===== src/rtl/vz_loader.sv =====
// VZ image loader: parses the ioctl VZ stream and writes its payload into
// Laser310 RAM, then patches the BASIC end pointer or requests autorun.
module vz_loader #(
  parameter logic [7:0]  VZ_INDEX = 8'd1,
  parameter logic [15:0] RAM_LOW  = 16'h7800,
  parameter logic [15:0] PTR_ADDR = 16'h78F9
) (
  input  logic        clk_sys,
  input  logic        reset,
  input  logic        dn_download,
  input  logic [7:0]  dn_index,
  input  logic        dn_wr,
  input  logic [15:0] dn_addr,
  input  logic [7:0]  dn_data,
  output logic        ram_we,
  output logic [15:0] ram_addr,
  output logic [7:0]  ram_din,
  output logic        cpu_hold,
  output logic        exec_req,
  output logic [15:0] exec_addr,
  output logic [7:0]  file_type,
  output logic        busy,
  output logic        err
);

  typedef enum logic [2:0] {
    IDLE, HEADER, DATA, POST_LO, POST_HI, DONE, ERROR
  } state_t;

  state_t      state;
  logic        dl_q;
  logic        fall_q;
  logic        hold;
  logic        ok_a;
  logic        ok_b;
  logic [15:0] last_addr;

  logic        rise;
  logic        fall;
  logic        idle_like;
  logic [15:0] daddr;
  logic [15:0] ptr_val;
  logic [7:0]  mag_a;
  logic [7:0]  mag_b;
  logic        na;
  logic        nb;
  logic        type_ok;

  assign rise      = dn_download & ~dl_q & (dn_index == VZ_INDEX);
  assign fall      = ~dn_download & dl_q;
  assign idle_like = (state == IDLE) || (state == DONE) || (state == ERROR);
  assign daddr     = exec_addr + (dn_addr - 16'd24);
  assign ptr_val   = last_addr + 16'd1;
  assign type_ok   = (dn_data == 8'hF0) || (dn_data == 8'hF1);

  // Two accepted magics: "VZF0" and "  \0\0"
  always_comb begin
    mag_a = 8'h56;
    mag_b = 8'h20;
    unique case (dn_addr[1:0])
      2'd0: begin mag_a = 8'h56; mag_b = 8'h20; end
      2'd1: begin mag_a = 8'h5A; mag_b = 8'h20; end
      2'd2: begin mag_a = 8'h46; mag_b = 8'h00; end
      2'd3: begin mag_a = 8'h30; mag_b = 8'h00; end
    endcase
  end

  assign na = ok_a & (dn_data == mag_a);
  assign nb = ok_b & (dn_data == mag_b);

  assign cpu_hold = hold;
  assign busy     = hold;

  always_ff @(posedge clk_sys) begin
    if (reset) begin
      state     <= IDLE;
      // Seeding with the live level blocks a false re-arm mid-stream
      dl_q      <= dn_download;
      fall_q    <= 1'b0;
      hold      <= 1'b0;
      ok_a      <= 1'b0;
      ok_b      <= 1'b0;
      last_addr <= '0;
      ram_we    <= 1'b0;
      ram_addr  <= '0;
      ram_din   <= '0;
      exec_req  <= 1'b0;
      exec_addr <= '0;
      file_type <= '0;
      err       <= 1'b0;
    end else begin
      dl_q     <= dn_download;
      fall_q   <= fall;
      ram_we   <= 1'b0;
      exec_req <= 1'b0;
      if (rise && idle_like) begin
        state     <= HEADER;
        err       <= 1'b0;
        file_type <= '0;
        exec_addr <= '0;
        hold      <= 1'b1;
        ok_a      <= 1'b1;
        ok_b      <= 1'b1;
        fall_q    <= 1'b0;
      end else begin
        unique case (state)
          HEADER: begin
            if (fall_q) begin
              state <= ERROR;
              err   <= 1'b1;
              hold  <= 1'b0;
            end else if (dn_wr) begin
              if (dn_addr < 16'd4) begin
                ok_a <= na;
                ok_b <= nb;
                if (!na && !nb) begin
                  state <= ERROR;
                  err   <= 1'b1;
                  hold  <= 1'b0;
                end
              end else if (dn_addr == 16'd21) begin
                file_type <= dn_data;
                if (!type_ok) begin
                  state <= ERROR;
                  err   <= 1'b1;
                  hold  <= 1'b0;
                end
              end else if (dn_addr == 16'd22) begin
                exec_addr[7:0] <= dn_data;
              end else if (dn_addr == 16'd23) begin
                exec_addr[15:8] <= dn_data;
                last_addr <= {dn_data, exec_addr[7:0]} - 16'd1;
                state     <= DATA;
              end
            end
          end
          DATA: begin
            if (fall_q) begin
              if (file_type == 8'hF0) begin
                state <= POST_LO;
              end else begin
                state    <= DONE;
                exec_req <= 1'b1;
                hold     <= 1'b0;
              end
            end else if (dn_wr && dn_addr >= 16'd24) begin
              last_addr <= daddr;
              if (daddr < RAM_LOW) begin
                err <= 1'b1;
              end else begin
                ram_we   <= 1'b1;
                ram_addr <= daddr;
                ram_din  <= dn_data;
              end
            end
          end
          POST_LO: begin
            ram_we   <= 1'b1;
            ram_addr <= PTR_ADDR;
            ram_din  <= ptr_val[7:0];
            state    <= POST_HI;
          end
          POST_HI: begin
            ram_we   <= 1'b1;
            ram_addr <= PTR_ADDR + 16'd1;
            ram_din  <= ptr_val[15:8];
            state    <= DONE;
            hold     <= 1'b0;
          end
          default: ;
        endcase
      end
    end
  end

endmodule


===== config.mk =====
export PLATFORM = sky130hd
export DESIGN_NAME = vz_loader
export DESIGN_NICKNAME = d
export VERILOG_FILES = /design/src/rtl/vz_loader.sv
export SDC_FILE = /design/constraint.sdc
export NUM_CORES = 1
export LEC_CHECK = 0
export BUFFER_PORTS_ARGS = -buffer_cell sky130_fd_sc_hd__buf_2
export CAP_MARGIN = 20
export CORE_MARGIN = 1
export CORE_UTILIZATION = 50
export CTS_BUF_LIST = sky130_fd_sc_hd__clkbuf_4
export DETAILED_ROUTE_END_ITERATION = 16
export PLACE_DENSITY = 0.69
export REMOVE_ABC_BUFFERS = 1
export SYNTH_ARGS = -nofsm -noshare
export SYNTH_HDL_FRONTEND = slang
export SYNTH_SLANG_ARGS = --single-unit

===== constraint.sdc =====
create_clock -name clk_sys -period 5.45 [get_ports clk_sys]
set_clock_uncertainty 0.1 [all_clocks]
set_input_delay 1.09 -clock clk_sys [delete_from_list [all_inputs] [get_ports clk_sys]]
set_output_delay 1.09 -clock clk_sys [all_outputs]
set_load 0.01 [all_outputs]

Word-level counts from Yosys, hierarchy flattened
Index checks and enable logic that the tools add are counted.
- bits in registers: 75
- output and inout port bits: 53
- word-level logic and storage cells: 181
- add/subtract/negate cells: 4
- equal/unequal tests: 46
- bitwise operators: 13
- $lt $le $gt $ge: 3
- mux-type cells: 66
- reduce and logical (&&, ||, !) cells: 33
- operators by type and width (kind ; count):
    $mux W16 ; 11
    $eq A16 B5 Y1 const B ; 3
    $pmux W16 S3 ; 1
    $mux W1 ; 33
    $pmux W16 S2 ; 1
    $pmux W8 S4 ; 1
    $mux W3 ; 10
    $ne A5 B5 Y1 const B ; 6
    $reduce_and A7 Y1 ; 4
    $eq A8 B8 Y1 const B ; 3
    $mux W8 ; 3
    $pmux W8 S3 ; 1
    $ne A2 B2 Y1 const B ; 11
    $ne A6 B6 Y1 const B ; 3
    $add A16 B1 Y16 const B ; 1
    $add A16 B16 Y16 ; 1
    $eq A8 B8 Y1 ; 2
    $ge A16 B5 Y1 const B ; 1
    $lt A16 B15 Y1 const B ; 1
    $lt A16 B3 Y1 const B ; 1
    $ne A4 B4 Y1 const B ; 4
    $pmux W8 S2 ; 1
    $sub A16 B1 Y16 const B ; 1
    $sub A16 B5 Y16 const B ; 1
    29 further kinds ; 60

Depth between registers and ports, before layout
Gate-level depths: netlist (run 1).
- word-level depth: 13
- mapped depth: 13

Worst setup path after synthesis (run 1)
Ideal clock, no wire load.
- kind: input port to flip-flop
- start: input dn_addr[12]
- end: register ram_addr[0]
- arrival: 3.700 ns
- path buffers: 0
- setup slack: 1.530 ns
- cell stages on the path: 12
- setup time: 0.121 ns
- path through: inv_1 ha_1 inv_1 ha_1 a21o_1 a21o_1 and3_1 a2111oi_0 nand3_1 a41o_1 a31oi_4 mux2_2
- longest elaborated chain between the ends: 5
- RTL lines (item ; line ; text):
    from (decl) ; 13 ; input logic [15:0] dn_addr,
    $sub A16 B5 Y16 ; 52 ; assign daddr = exec_addr + (dn_addr - 16'd24);
    $add A16 B16 Y16 ; 52 ;
    $lt A16 B15 Y1 ; 148 ; if (daddr < RAM_LOW) begin
    $ne A2 B2 Y1 (no source line) ; - ;
    $reduce_and A5 Y1 (no source line) (*) ; - ;
    to (signal assigned) ; 152 ; ram_addr <= daddr;
    to (signal assigned) ; 165 ; ram_addr <= PTR_ADDR + 16'd1;
    to (decl) ; 16 ; output logic [15:0] ram_addr,
Mark *: on every way between the ends. The rest lies on a longest branch, timed or not.
A chain may end at the register's enable or synchronous reset.

Final worst setup path (run 1)
- start: input dn_addr[12]
- end: register ram_addr[4]
The elaborated chain is that of the path after synthesis.

==> run summary, run 1 <==
The required time of the worst setup path is ~5700 ps. The placed instances occupy a cell area of roughly 0.0056 mm^2. The maximum fanout along the worst path is 10. The number of storage elements in the synthesis netlist is 75. TritonCTS built the clock tree. The weighted congestion at the end of routability-driven global placement came out at ~0.9. The final standard cell area without fillers came out at ~0.0058 mm^2. In this run the worst hold path is classified as reg -> reg.

Summing every instance area after synthesis gives between 0.005 and 0.006 mm^2. Summed over all instances, the cell type with the most area after synthesis is dfxtp_1. The met3 wire length came out at about 910 um. After clock tree synthesis, the clock-pin slew on the worst setup and hold paths is around 130 ps. The master cell of the clock root buffer is clkbuf_4. The floorplan die height came out at slightly above 100 um. The number of buffers on the longest clock path came out at 2. The post-cts gate resize count is 0. The number of buffers inserted during clock tree synthesis came out at 9.

Synthesis produced a netlist whose cell count is 649. The number of hold buffers added after CTS was 0. The met2 wire length is about 6.7 mm. The largest net degree at the start of global routing came out at 42. The mean area per synthesized cell came out at 7.918 um^2. Setup repair after global routing left no endpoint under its margin.

The area enclosed by the die boundary is 0.01069 mm^2. The number of max-slew violations in the final report came out at 0. The total number of vias is 4912. Data arrives at the worst endpoint at roughly 4300 ps. In the global route stage, overall resource usage came out at 0.2690. The number of synthesized flops with an enable pin came out at 0. The number of hold violations in the final report came out at 0. For the pin with the worst max-slew slack, the measured transition is roughly 1000 ps. The area growth from synthesis to layout came out at 13.56%. The net count reported at finish came out at slightly below 800. The number of different library cells used by synthesis comes to 60. The via density per instance came out at about 5.7. The sequential fraction of the synthesis area is 0.2922. The number of optimization iterations in the first detailed-route pass is 5. Dividing the final minimum period by the clock period gives 0.7298. For this configuration, the core starts out at a cell density of 0.5209. The static leakage came out at between 0.002 and 0.003 uW. The first-iteration detailed-routing DRC count is about 250. The fraction of registers with async set or reset after synthesis is 0.

The count of cells along the worst register-to-register path came out at 13. The post-detailed-routing wire length is 13.77 mm. The initial antenna violation count came out at 0. For this run, design rule violations remaining after detail routing come to 0.

The final worst-path setup slack came out at between 1000 and 1500 ps. Routed signal wires occupy layers up through met4. For the finished layout, the period the worst path requires is approximately 4000 ps. The number of global-route vias before repair is approximately 4500. The number of setup violations in the final report came out at 0. In this run the tightest slew margin relative to its limit is 0.3042. For this run, the top clock speed supported by timing is approximately 0.25 GHz.

The type of element launching the critical path is an input port. During placement, the flow inserted port buffers numbering 88. The element type at the critical path end is a flip-flop. The type of the worst setup path is in -> reg.

The number of nets still failing antenna checks after routing came out at 0. Timing analysis after detailed placement gives a worst setup slack of approximately 1000 ps. The wire length of the first global-routing pass is roughly 22 mm.

The final global-route overflow total came out at 0. The source-to-sink clock delay at the later pin of the worst-skew pair came out at between 400 and 500 ps. The clock sink count is 75. The share of synthesized area in the top cell type comes to 0.2922.

After clock tree synthesis, the setup repair step added 0 buffers. The H-tree was split into 3 levels. The worst hold path stage count is 2. For the final routed database, the setup TNS stands at 0 ps. The post-detailed-route wirelength per cell came out at ~16 um. 0 antenna diodes ended up in the layout. The tightest hold margin is between 300 and 400 ps. The detailed router put a total of between 5 and 6 mm of wire on met1. The max-capacitance violation count came out at 0. The HPWL after detailed placement is approximately 10 mm. The I/O pin total is between 80 and 90. The maximum vdd ir drop is approximately 0.00015 V. The flip-flop cell with the highest count after synthesis is dfxtp_1.

The flow ran to the end, and the final reports show no timing, DRC or antenna violations. The die outline width is 103.4 um. Yosys attributes the largest share of cell area to dfxtp_1, ha_1, mux2i_1, nand2_1, a21oi_1. The power density relative to cell area is 260.8 mW/mm^2. The share of cells above drive strength 1 came out at 0.1662. The number of placement rows is 36. The total area inside the core boundary comes to 0.009864 mm^2. Yosys printed 0 warnings.
## layout by cell type (no fill, tap or decap), types with 3 or more instances in the layout
cell type,count
dfxtp_1,75
or3_1,4
and4b_1,3
nand2b_1,31
a2111oi_0,3
clkbuf_4,10
buf_2,88
a21o_1,9
mux2i_1,31
buf_4,5
nand4_1,7
nor2_1,60
nor2b_1,8
nor3b_1,5
o221ai_1,8
and3_1,7
nand3_1,24
a211oi_1,4
nor4b_1,5
o211ai_1,7
o21ai_0,6
a31oi_1,3
a21oi_1,52
xor2_1,19
ha_1,31
nor3_1,9
nand2_1,70
a211oi_2,4
o21bai_1,11
nor4_1,7
xnor2_1,26
bufinv_16,4
inv_1,49
or4_1,4
## kinds of logic (layout without fill, tap and decap cells)
group	Yosys count	count (layout)	synth area share
AOI/OAI and AO/OA	126	126	0.1690
xor gates and xnor gates	45	45	0.07670
adders and majority gates	32	32	0.07938
buffers and inverters	85	158	0.06696
DFF	75	75	0.2922
muxes	33	33	0.06477
and+or+nand+nor	253	253	0.2510
## flip-flops by register name (all words and copies together), names as in the netlist
name / flops
file_type: 8
busy: 1
ok_a: 1
exec_addr: 16
last_addr: 16
err: 1
fall_q: 1
dl_q: 1
ram_addr: 16
state: 3
ram_din: 8
exec_req: 1
ram_we: 1
ok_b: 1
## stage by stage
step	instances	total power (uW)	util
after floorplan	613	907.8	-
final	855	1522	0.5916
after global placement	839	1029	0.5700
after CTS	855	1525	0.5916
after detailed placement	839	1034	0.5700
after global routing	855	1605	0.5916
## where the power goes
group	switching (uW)	internal, uW
registers	40.8	581
clock network	210	285
logic	244	161
## critical path, stage by stage
cell and delay, ps:
buf_2 90, inv_1 40, ha_1 260, inv_1 40, ha_1 350, a21o_1 200, a21o_1 210, and3_1 180
a2111oi_0 370, nand3_1 210, a41o_1 300, a31oi_4 410, buf_4 290, mux2i_1 210
## synth_stat cells (all sizes together), types with 9 or more instances
master / n
nand3: 24
a21oi: 52
xnor2: 26
nand2b: 31
nor3: 9
mux2i: 31
nor2: 60
inv: 49
ha: 31
dfxtp: 75
nand2: 70
a21o: 9
o21bai: 11
clkbuf: 30
xor2: 19
## per-layer routing
metal,GRT usage,vias up
li1,-,2384
met1,0.3416,2316
met2,0.4641,190
met3,0.04637,22
met4,0.08342,0
met5,0,-
## cell type report
class | instances | area [um^2]
fill | 926 | 4029
multi-input combinational | 489 | 3293
sequential | 75 | 1501
timing repair buffer | 93 | 478.0
inverter | 49 | 183.9
tap | 133 | 166.4
clock inverter | 6 | 137.6
clock buffer | 10 | 75.07
## path summary, 6_finish.rpt
check | start | end | slack (ps)
max | dn_addr[12] | ram_addr[4] | 1470
min | last_addr[15] | last_addr[15] | 380
max reg2reg | exec_addr[12] | ram_addr[4] | 1820
min reg2reg | last_addr[15] | last_addr[15] | 380
No activity file was read; power rests on OpenSTA's default activity.
==> run 2: changes to the inputs <==
- clock period: 5.45 -> 4 ns (I/O delays scaled with it)
==> run 2 against run 1 <==
Hold slack worse by 1.1 ps; design area is 0.19% higher; core utilization up 0.11 points; total power grew 30%; cell count increased by 0.94%; critical path depth fell by 1; global-route usage up 0.49 points; register-to-register slack worse by 1400 ps.
==> run summary, run 2 (synthesized netlist as in run 1, its figures left out) <==
The number of optimization iterations in the first detailed-route pass is 4. The HPWL after detailed placement came out at approximately 10 mm. STA classifies the critical path endpoint as a flip-flop. The max-capacitance violation count came out at 0. The type of the worst min-delay path is reg -> reg. The floorplan die height is between 100 and 150 um. The number of setup violations in the final report came out at 0. The final standard cell area without fillers came out at 0.005847 mm^2. The number of hold violations in the final report came to 0.

Setup repair after global routing left no endpoint under its margin. Clock tree synthesis inserted a total of 9 buffers. The library cell used most frequently in the layout, excluding fill and tap cells, is buf_2. The worst setup path is launched from an input port. The number of max-slew violations in the final report came out at 0. The initial antenna violation count came out at 0. The total number of vias came out at 4864. TritonCTS built the clock tree. The final antenna diode count came out at 0. The largest net degree at the start of global routing came out at 45. The startpoint identified for the worst register-to-register timing path is exec_addr[1]. The first-iteration detailed-routing DRC count came out at between 200 and 300. The clock-pin slew reported for the worst setup and hold paths after clock tree synthesis came out at 140 ps. The path with the worst hold slack has its endpoint at ram_din[0]. The quantity of hold-fixing buffers added after cts came out at 0. The post-detailed-route wirelength per cell is 16.06 um.

CTS placed an instance of clkbuf_4 at the clock tree root. The I/O pin total is 89. The number of cells on the worst reg-to-reg path is 12.

The highest clock rate is between 0.2 and 0.3 GHz. The wire length of the first global-routing pass is 22.30 mm. The initial core utilization came out at 0.5209. In the routed design, unresolved DRC markers number 0.

The worst hold path stage count came out at 2. The worst-case IR drop observed on VDD is 0.0002523 V. The final period utilization is 0.8985.

The register-to-register setup slack is 420 ps. The count of input and output buffers came out at between 80 and 90. The worst hold path begins at ram_din[0]. For the pin with the worst max-slew slack, the measured transition is approximately 1100 ps.

The top cell types in the final layout, fill and taps aside, are buf_2, dfxtp_1, nand2_1, nor2_1, a21oi_1. The number of setup buffers added after CTS is 0. The die outline width came out at about 100 um. The worst relative slew slack is 0.2759. Once placement finished, the instance area stood at between 0.005 and 0.006 mm^2.

In the final layout, the share of cells above drive strength 1 is 0.1753. The clock net in this run drives a total of 75 sinks. The post-cts gate resize count is 0. The worst setup path is of the in -> reg kind. The share of the core filled with cells in the final layout is 0.5927. After filler insertion, the fill cell instance count of the layout stands at between 900 and 1000. The run finished with clean final reports.

The final critical path time including I/O delays and setup is between 3000 and 4000 ps. The endpoint identified for the worst register-to-register timing path is ram_addr[13]. The count of nets left with antenna violations once routing finished came out at 0.

The number of buffers on the longest clock path came out at 2. The weighted congestion at the end of routability-driven global placement is slightly above 0.9. The source-to-sink clock delay at the later pin of the worst-skew pair is 440 ps. The multi-input combinational cells in the finished layout cover a total of around 0.0033 mm^2.

The number of global-route vias before repair is about 4500. The required time of the worst setup path came out at 4270 ps. The largest registers in the layout are exec_addr: 16 flops, last_addr: 16 flops, ram_addr: 16 flops. For this design the static power due to leakage is roughly 0.0028 uW. The area enclosed by the die boundary is roughly 0.011 mm^2. The final global-route overflow total came out at 0. The area growth from synthesis to layout came out at 13.78%. Setup total negative slack on the finished layout was measured at 0 ps.

Across every metal layer, demand over resource in global routing totals 0.2739. The number of placement rows is 36. The arrival time at the worst endpoint is 3870 ps.

The area taken by flip-flops and latches is around 0.0015 mm^2. The tightest hold margin came out at approximately 380 ps. In this run the worst path has a maximum fanout of 13.

The number of levels the H-tree was split into came out at 3. The net count reported at finish came out at approximately 790. The power density relative to cell area came out at around 340 mW/mm^2.

The total core area came out at a little under 0.01 mm^2. For this block, the routed nets add up to roughly 14 mm of wire. The via density per instance is around 5.6.
## run 2: cell count changes in the layout (fill, tap and decap cells not counted)
cell	previous run	this run
buf_4	5	13
inv_6	0	3
bufinv_16	4	2
clkinv_2	0	2
clkinv_4	2	0
clkbuf_4	10	9
## run 2: layout make-up
cell class | instances | area share
multi-input combinational | 489 | 0.5632
timing repair buffer | 101 | 0.09202
clock buffer | 9 | 0.01156
clock inverter | 7 | 0.01648
inverter | 49 | 0.03146
sequential | 75 | 0.2568
tap | 133 | 0.02846
## run 2: worst max-delay path: stages
cell     delay (ps)
buf_2           120
ha_1            290
ha_1            230
fa_1            410
a21o_1          210
a22oi_1         230
a21oi_1         180
or4_1           420
nand3_1         130
a41o_1          210
a31oi_4         150
buf_4           280
mux2i_1         190
## run 2: stage by stage
step | power (uW) | instances | setup WS [ps]
after floorplan | 1237 | 613 | -73.36
after global placement | 1410 | 847 | 128.2
after detailed placement | 1423 | 847 | -27.07
after CTS | 1979 | 863 | 433.5
after global routing | 2080 | 863 | 271.3
final | 1976 | 863 | 405.8
## run 2: where the power goes
part | internal [uW] | total [uW] | switching, uW
combinational | 228 | 566 | 337
sequential | 792 | 849 | 57.5
clock | 258 | 561 | 303
## run 2: worst max path at each step
stage / start / to / slack, ps / cells past startpoint
final: dn_addr[1] / ram_addr[13] / 410 / 13
after floorplan: dn_addr[12] / ram_addr[0] / -70 / 12
after detailed placement: dn_addr[1] / ram_addr[13] / -30 / 13
after global routing: dn_addr[12] / ram_addr[13] / 270 / 14
after global placement: dn_addr[1] / ram_addr[11] / 130 / 13
after CTS: dn_addr[1] / ram_addr[13] / 430 / 13
## run 2: metal layers
metal | up-vias | GRT usage | share of wire
li1 | 2403 | - | -
met1 | 2257 | 0.3474 | 0.43
met2 | 182 | 0.4687 | 0.48
met3 | 22 | 0.05914 | 0.068
met4 | 0 | 0.07476 | 0.018
met5 | - | 0 | 0
==> run 3: changes to the inputs <==
--- a/config.mk
+++ b/config.mk
@@ -13,3 +13,3 @@
 export DETAILED_ROUTE_END_ITERATION = 16
-export PLACE_DENSITY = 0.69
+export PLACE_DENSITY_LB_ADDON = 0.3
 export REMOVE_ABC_BUFFERS = 1
--- a/constraint.sdc
+++ b/constraint.sdc
@@ -4,2 +4,2 @@
 set_output_delay 0.8 -clock clk_sys [all_outputs]
-set_load 0.01 [all_outputs]
+set_load 0.1 [all_outputs]
==> run 3 against run 2 <==
Via count grew 0.43%; maximum frequency about the same; count of clock-buffer cells in the layout increased by 1; sequential share of layout area up 0.24 points; sequential power about the same; non-clock buffer count is 3 lower; core utilization shrank 0.56 points; total power rose by 1.7%; critical path type unchanged.
==> run summary, run 3 (synthesized netlist as in run 1, its figures left out) <==
The number of levels the H-tree was split into came out at 3. The library cell used most frequently in the layout, excluding fill and tap cells, is buf_2. The worst setup path is launched from an input port.

Setup repair after global routing left no endpoint under its margin. In the final layout, the registers with the most flip-flops are exec_addr: 16 flops, last_addr: 16 flops, ram_addr: 16 flops. The slew at the pin closest to its max-slew limit came out at 1060 ps. Measured along the x axis, the die boundary spans roughly 100 um. The tightest hold margin is around 380 ps. The number of nets still failing antenna checks after routing came out at 0. The number of hold violations in the final report is 0. The analysis attributes to cell leakage a power of between 0.002 and 0.003 uW. For this configuration, the core starts out at a cell density of 0.5209. Buffers placed on the I/O ports in this run total 88. STA classifies the critical path endpoint as a flip-flop.

The slowest stage of the critical path belongs to the cell a2111oi_0. The number of buffers inserted to repair setup after CTS is 0. The net count reported at finish is 790.

The first-iteration detailed-routing DRC count is just over 300. The area growth from synthesis to layout came out at 12.71%. The final antenna diode count is 0.

In the final layout, the share of cells above drive strength 1 is 0.1706. By startpoint and endpoint, the worst setup path is classified as in -> reg. The weighted congestion at the end of routability-driven global placement is ~0.94. In this run the worst hold path is classified as reg -> reg. Traced cell by cell, the critical path runs through buf_2, inv_1, ha_1, inv_1, ha_1, a21o_1, a21o_1, and3_1, a2111oi_0, nand3_1, a41o_1, a31oi_4, buf_4, mux2i_1.

TritonCTS built the clock tree. The floorplan die height is around 100 um. The count of cells along the worst register-to-register path is 11. around 90 I/O pins were placed. The floorplan has 36 rows.

For this design, the sink count on the clock tree is 75. The final worst-path setup slack came out at 403.5 ps. Leaving out fill and tap cells, the most frequent cells in the layout are buf_2, dfxtp_1, nand2_1, nor2_1, a21oi_1. The floorplan step defined a die boundary enclosing roughly 0.011 mm^2. The pre-CTS worst setup slack came out at -41.60 ps.

In this run the tightest slew margin relative to its limit is 0.2932. The arrival time at the worst endpoint is 3870 ps. The detailed router placed 4885 vias in this run. The power share of the combinational group came out at 0.346. Of the total power, the share spent switching nets is 0.3986. The highest clock rate is approximately 0.28 GHz. The clock passes through at most 2 buffers. In this run the worst setup path begins at dn_addr[12].

The number of global-route vias before repair is about 4600. The region available for standard cell placement spans 0.009864 mm^2. The largest net degree at the start of global routing came out at 35. Dividing the final minimum period by the clock period gives 0.8991.

The clock share of power is 0.232. The largest stage delay on the critical path came out at 410 ps. In this run the power density over the cells is around 350 mW/mm^2.

After legalization and detailed placement, the total HPWL measured 10.09 mm. The final critical path time including I/O delays and setup came out at 3597 ps. The flow ran to the end, and the final reports show no timing, DRC or antenna violations. The internal portion of the total power is 1208 uW. The post-detailed-routing wire length is roughly 13 mm.

The post-cts gate resize count came out at 0. The aggregate global-route resource usage is 0.2677. The worst register-to-register path begins at exec_addr[1]. The quantity of hold-fixing buffers added after cts is 0. STA puts the critical path data required time at about 4300 ps. The tool flagged a number of max-cap violations equal to 0.

The post-detailed-route wirelength per cell is 15.57 um. The initial antenna violation count came out at 0. The endpoint of the lowest-slack register-to-register path is ram_addr[9]. The maximum fanout along the worst path is 23. Of the total power, registers draw 0.422. The wire length of the first global-routing pass came out at 21.90 mm. The worst register-to-register path has a setup slack of roughly 410 ps. The clock-pin slew reported for the worst setup and hold paths after clock tree synthesis is ~130 ps.

Setup violations remaining at the end of the flow were counted as 0. The net switching power of the design is approximately 800 uW. The via density per instance is approximately 5.7. The maximum vdd ir drop is 0.0002020 V. The number of buffers inserted during clock tree synthesis came out at 9.

After global routing the overflow that remains totals 0. The master cell of the clock root buffer is clkbuf_4. The capturing element of the worst setup path is ram_addr[9]. The source-to-sink clock delay at the later pin of the worst-skew pair is between 400 and 500 ps. The number of max-slew violations in the final report is 0.

The total of fill cells in the finished design is between 900 and 1000. The final routed DRC violation total came out at 0. The number of optimization iterations in the first detailed-route pass is 5.
## run 3: changes by cell type in the layout (fill, tap and decap cells not counted)
| cell | delta |
|---|---|
| clkbuf_4 | +1 |
| bufinv_16 | -1 |
| clkinv_1 | +1 |
| inv_6 | -3 |
| clkinvlp_4 | +1 |
| clkinv_2 | +1 |
| buf_4 | -3 |
## run 3: layout make-up
cell class,instances,area [um^2],area share
timing repair buffer,98,515.5,0.08900
clock buffer,10,75.07,0.01296
clock inverter,6,56.30,0.009721
inverter,49,183.9,0.03176
tap,133,166.4,0.02873
multi-input combinational,489,3293,0.5686
sequential,75,1501,0.2592
## run 3: layer usage
metal | up-vias | wire length [um] | GRT usage
met5 | - | 0 | 0
met4 | 0 | 314 | 0.1127
met3 | 27 | 907 | 0.03831
met2 | 184 | 6297 | 0.4447
met1 | 2282 | 5869 | 0.3476
li1 | 2392 | - | -
## run 3: through the flow
stage                     power, uW  instances  area (um^2)    util  setup TNS [ps]
final                          2009        860         5792  0.5871               0
after global routing           2114        860         5792  0.5871               0
after CTS                      2011        860         5792  0.5871               0
after detailed placement       1550        844         5660  0.5738          -367.3
after global placement         1540        844         5660  0.5738               0
after floorplan                1376        613         4979       -           -3486
## run 3: worst min-delay path by stage
stage,start,endpoint,depth (start not counted)
final,file_type[3],file_type[3],2
after global routing,dn_download,dl_q,1
after CTS,dn_download,dl_q,1
after detailed placement,file_type[3],file_type[3],2
after global placement,file_type[3],file_type[3],2
after floorplan,last_addr[15],last_addr[15],2
## run 3: power groups by stage
stage | Combinational, uW | Sequential, uW | Clock, uW
CTS | 689 | 847 | 476
floorplan | 376 | 1000 | 0
global placement | 678 | 861 | 0
finish | 694 | 848 | 467
detailed placement | 686 | 864 | 0
global route | 753 | 855 | 506
## run 3: critical path, delay by kind of cell
family | cells | cell delay, ps
AOI/OAI and AO/OA | 5 | 1340
adders and majority gates | 2 | 570
buffers and inverters | 4 | 550
and+or+nand+nor | 2 | 350
muxes | 1 | 250
